### src/rtl/mul_sequencer_if.sv
// EX-stage multiply sequencer bundle: ALU-side request/operands in, stall/result out.
interface mul_sequencer_if #(
  parameter int unsigned DATA_WIDTH = 32
);
  logic [3:0]            ALU_Operation_i;
  logic                  valid_i;
  logic                  flush_i;
  logic [DATA_WIDTH-1:0] multiplicand_i;
  logic [DATA_WIDTH-1:0] multiplier_i;
  logic                  stall_o;
  logic                  done_o;
  logic [DATA_WIDTH-1:0] result_o;

  modport master (
    output ALU_Operation_i, valid_i, flush_i, multiplicand_i, multiplier_i,
    input  stall_o, done_o, result_o
  );

  modport slave (
    input  ALU_Operation_i, valid_i, flush_i, multiplicand_i, multiplier_i,
    output stall_o, done_o, result_o
  );
endinterface

### src/rtl/mul_sequencer.sv
// Iterative shift-add multiply controller for EX: stalls the pipeline while it
// runs, then releases it for one cycle with the low DATA_WIDTH product bits.
module mul_sequencer #(
  parameter int unsigned DATA_WIDTH = 32,
  parameter logic [3:0]  MUL_OP     = 4'b1110
) (
  input  logic           clk,
  input  logic           reset,
  mul_sequencer_if.slave bus
);

  localparam int unsigned CW = $clog2(DATA_WIDTH) + 1;
  localparam logic [CW-1:0] CNT_MAX = CW'(DATA_WIDTH);

  typedef enum logic [1:0] {
    IDLE = 2'd0,
    RUN  = 2'd1,
    DONE = 2'd2
  } state_t;

  state_t                state_q, state_d;
  logic [DATA_WIDTH-1:0] a_q, a_d;
  logic [DATA_WIDTH-1:0] b_q, b_d;
  logic [DATA_WIDTH-1:0] p_q, p_d;
  logic [CW-1:0]         cnt_q, cnt_d;
  logic                  start;

  // Gated by reset so the combinational stall stays low while reset is held.
  assign start = reset && (state_q == IDLE) && bus.valid_i &&
                 (bus.ALU_Operation_i == MUL_OP) && !bus.flush_i;

  always_ff @(posedge clk or negedge reset) begin
    if (!reset) begin
      state_q <= IDLE;
      a_q     <= '0;
      b_q     <= '0;
      p_q     <= '0;
      cnt_q   <= '0;
    end else begin
      state_q <= state_d;
      a_q     <= a_d;
      b_q     <= b_d;
      p_q     <= p_d;
      cnt_q   <= cnt_d;
    end
  end

  always_comb begin
    state_d = state_q;
    a_d     = a_q;
    b_d     = b_q;
    p_d     = p_q;
    cnt_d   = cnt_q;
    case (state_q)
      IDLE: begin
        if (start) begin
          a_d     = bus.multiplicand_i;
          b_d     = bus.multiplier_i;
          p_d     = '0;
          cnt_d   = '0;
          state_d = RUN;
        end
      end
      RUN: begin
        if (bus.flush_i) begin
          state_d = IDLE;
        end else begin
          if (b_q[0]) p_d = p_q + a_q;
          a_d   = a_q << 1;
          b_d   = b_q >> 1;
          cnt_d = cnt_q + CW'(1);
          // Exit as soon as no multiplier bits remain; skips leading zeros.
          if ((b_d == '0) || (cnt_d == CNT_MAX)) state_d = DONE;
        end
      end
      DONE:    state_d = IDLE;
      default: state_d = IDLE;
    endcase
  end

  assign bus.stall_o  = start || (state_q == RUN);
  assign bus.done_o   = (state_q == DONE);
  assign bus.result_o = p_q;

endmodule
### src/flat_wrapper.sv
// flat-port wrapper written by rule: the top's interface ports become plain ports
module mul_sequencer_flat 
#(
  parameter int unsigned DATA_WIDTH = 32,
  parameter logic [3:0]  MUL_OP     = 4'b1110
)
  (clk, reset, bus_ALU_Operation_i, bus_valid_i, bus_flush_i, bus_multiplicand_i, bus_multiplier_i, bus_stall_o, bus_done_o, bus_result_o);
  mul_sequencer_if #(.DATA_WIDTH(DATA_WIDTH)) bus_i ();
  input  logic clk;
  input  logic reset;
  input wire logic [$bits(bus_i.ALU_Operation_i)-1:0] bus_ALU_Operation_i;
  input wire logic [$bits(bus_i.valid_i)-1:0] bus_valid_i;
  input wire logic [$bits(bus_i.flush_i)-1:0] bus_flush_i;
  input wire logic [$bits(bus_i.multiplicand_i)-1:0] bus_multiplicand_i;
  input wire logic [$bits(bus_i.multiplier_i)-1:0] bus_multiplier_i;
  output wire logic [$bits(bus_i.stall_o)-1:0] bus_stall_o;
  output wire logic [$bits(bus_i.done_o)-1:0] bus_done_o;
  output wire logic [$bits(bus_i.result_o)-1:0] bus_result_o;
  assign bus_i.ALU_Operation_i = bus_ALU_Operation_i;
  assign bus_i.valid_i = bus_valid_i;
  assign bus_i.flush_i = bus_flush_i;
  assign bus_i.multiplicand_i = bus_multiplicand_i;
  assign bus_i.multiplier_i = bus_multiplier_i;
  assign bus_stall_o = bus_i.stall_o;
  assign bus_done_o = bus_i.done_o;
  assign bus_result_o = bus_i.result_o;
  mul_sequencer #(.DATA_WIDTH(DATA_WIDTH), .MUL_OP(MUL_OP)) u_core (.clk(clk), .reset(reset), .bus(bus_i));
endmodule
### config.mk
export PLATFORM = sky130hd
export DESIGN_NAME = mul_sequencer_flat
export DESIGN_NICKNAME = d
export VERILOG_FILES = /design/src/rtl/mul_sequencer_if.sv /design/src/rtl/mul_sequencer.sv /design/src/flat_wrapper.sv
export SDC_FILE = /design/constraint.sdc
export NUM_CORES = 1
export LEC_CHECK = 0
export CAP_MARGIN = 20
export CELL_PAD_IN_SITES_DETAIL_PLACEMENT = 1
export CELL_PAD_IN_SITES_GLOBAL_PLACEMENT = 2
export CORE_MARGIN = 2
export CORE_UTILIZATION = 35
export CTS_CLUSTER_SIZE = 28
export DETAILED_ROUTE_END_ITERATION = 16
export GPL_ROUTABILITY_DRIVEN = 0
export MAX_ROUTING_LAYER = met4
export PLACE_DENSITY = 0.95
export SETUP_SLACK_MARGIN = 0.3
export SLEW_MARGIN = 40
export SYNTH_ARGS = -nofsm -noshare
export SYNTH_HDL_FRONTEND = slang
export SYNTH_SLANG_ARGS = --single-unit
### constraint.sdc
create_clock -name clk -period 4.14 [get_ports clk]
set_input_delay 0.621 -clock clk [delete_from_list [all_inputs] [get_ports clk]]
set_output_delay 0.621 -clock clk [all_outputs]
set_load 0.02 [all_outputs]
==> impl_results.md <==
- Antenna violations before repair: 0
- Hold_buf cts: 0
- Count leader, synth: dfrtp_1
- PortBufs: 105
- Syn Nets: 763
- Hold crit path type: in2async
- CTS tree: yes
- Syn Area/Cell: 9.525 sq um
- Fin cells: 981
- Post-layout util: 45.44%
- Pwr Density: 393.7 nW/um^2
- Clock tree buffer depth: 2
- GRT Resource Usage Total: 19.34%
- Placed cell count: 965
- # Post-CTS Setup Buffers: 0
- Fin. max-slew vios: 0
- Worst-path cell chain: clkdlybuf4s50_1 -> and4b_1 -> nand3_1 -> nor4_2 -> buf_4 -> or2_2 -> clkdlybuf4s50_1
- CP max stage cell: clkdlybuf4s50_1
- Vias in the first global route: 5646
- CTS clk-pin slew, worst paths: 0.06 ns
- Via-per-instance ratio: 5.472
- ANT nets after route: 0
- Post-synth EDFFs: 0
- Synth top area cells: dfrtp_1, mux2i_1, o21ai_0
- Avg WL per Cell: 17.49 um
- Pwr Total: 3116 uW
- CTS root buf: clkbuf_16
- Sequential cell area fraction in the yosys report: 41.53%
- RSZ-0062 raised after global routing: false
- Mapped Cells: 658
- Type of origin of the critical path: input pin
- Initial Utilization: 35.98%
- Cell taking the most area after synthesis: dfrtp_1
- Cell leakage power: 0.003478 uW
- Status: finished clean
- Layout cell share with drive strength beyond 1: 5.556%
- Largest net degree at the start of global routing: 130
- Core footprint: 17420 sq um
- CP required: 3.52 ns
- First-pass GRT wire length: 28260 um
- Worst setup EP type: primary output
- Num CTS Buffers: 9
- Most used cell, CP: clkdlybuf4s50_1
- Post-synth ARST share: 100.0%
- Detailed Route Iter0 Violations: 188
- Design area: 7914 sq um
- Sink Count: 104
- Final setup viols: 0
- Initial DRT Pass Iterations: 4
- Final Hold Fails: 0
- Via count: 5368
- Warnings, synthesis: 0
- CP Max Fanout: 9
- Fmax: 323.5 MHz
- DP Area: 7582 sq um
- Main synth FF type: dfrtp_1
- Register bit total from synthesis: 104
- Fin crit share: 74.66%
- I/O pin count: 106
- Yosys top cell area share: 41.53%
- Final Net Count: 856
- FP Rows: 48
- DRC Markers: 0
- Clock Latency Late Sink: 0.36 ns
- CP delay by family, top: buffers and inverters
- CTS resizes: 0
- Grt ovf: 0
- Chip height: 137.8 um
- Max-Cap Viols: 0
- Commonest cells post-synth: dfrtp_1, nand2_1, o21ai_0, mux2i_1, ha_1
- Worst Path Buf+Inv: 3
- Max transition margin: 47.68%
- Worst Setup Path Type: in2out
- # diodes: 0
- VDD IR max: 0.2159 mV
- CTS H-tree depth: 3
- Final Critical Period: 3.091 ns
- Total negative slack: 0 ns
- Routed WL: 17160 um
- Worst clock skew: 0.01395 ns
- Slew @ Worst Pin: 0.7832 ns
- Data arrival time of the worst path: 2.47 ns
- Die ar.: 18990 sq um
- Die W: 137.8 um
- Area Growth Syn to Fin: 26.27%
- DP HPWL: 12880 um
- Post-synth cell types: 58
- Slowest stage delay, CP: 0.60 ns
- Mapped Area: 6267 sq um
flip-flops by register name, indices dropped and copies added, names as in the netlist:
register / cells
u_core.a_q: 32
u_core.b_q: 32
u_core.bus.result_o: 32
u_core.cnt_q: 6
u_core.state_q: 2
metal layers:
metal  GRT usage, %  share of wire (%)  up-vias
li1               -                  -     2602
met1          22.51                 44     2639
met2          34.16                 51      101
met3          4.047                4.0       26
met4          4.762                1.4        0
met5              -                  0        -
power breakdown:
group	switching [uW]	internal, uW
Sequential	180	1200
Clock	400	549
Combinational	429	357
Total	1010	2110
layout by cell type, fill, tap and decap left out, types with 6 or more instances in the layout:
cell,netlist,layout
a21o_1,21,21
a21oi_1,27,27
a22o_1,20,20
and3_1,6,6
buf_4,0,8
clkbuf_16,0,9
clkdlybuf4s50_1,0,104
dfrtp_1,104,104
ha_1,32,32
inv_1,9,9
mux2i_1,64,64
nand2_1,100,100
nand3_1,10,10
nor2_1,20,18
nor4_1,9,9
o21a_1,8,8
o21ai_0,83,83
o31ai_1,9,9
xnor2_1,14,14
xor2_1,13,13
layout make-up:
cell class                 instances  area (sq um)
fill                            1956          9503
tap                              225         281.5
sequential                       104          2603
inverter                           9         33.78
timing repair buffer             114          1141
multi-input combinational        513          3526
clock buffer                      10         239.0
clock inverter                     6         90.09
metrics by stage:
stage	hold slack, ns	setup WS [ns]
after floorplan	0.3254	1.477
after global routing	0.4002	0.9371
after detailed placement	0.5035	1.047
final	0.3684	1.049
after CTS	0.3736	1.034
after global placement	0.4861	1.104
worst paths after layout:
path,start,endpoint,slack [ns],cells after the start
max reg2reg,u_core.bus.result_o[1]$_DFFE_PN0P_,u_core.bus.result_o[25]$_DFFE_PN0P_,1.28,9
max,bus_ALU_Operation_i[0],bus_stall_o,1.05,7
min in group clk,u_core.b_q[4]$_DFFE_PN0P_,u_core.b_q[4]$_DFFE_PN0P_,0.51,2
max in group asynchronous,reset,u_core.b_q[3]$_DFFE_PN0P_,2.67,4
min reg2reg,u_core.b_q[4]$_DFFE_PN0P_,u_core.b_q[4]$_DFFE_PN0P_,0.51,2
min,reset,u_core.bus.result_o[8]$_DFFE_PN0P_,0.37,2
cell families after synthesis:
group           Yosys count  share of synthesized area [%]
compound gates          213                          22.26
simple gates            176                          13.02
flops                   104                          41.53
mux                      64                          10.22
buf+inv                  41                          2.496
fa+ha+maj                33                          6.708
xor+xnor                 27                          3.773
worst reg2reg max path, cell delays in order, from the launching register on:
cell and delay [ns]:
dfrtp_1 0.43, ha_1 0.33, a211oi_1 0.28, o21a_1 0.27
a211oi_2 0.15, a311oi_2 0.43, o21ai_1 0.23, a311oi_2 0.31
xnor2_1 0.10, a22o_1 0.21
No activity file was read; power rests on OpenSTA's default activity.
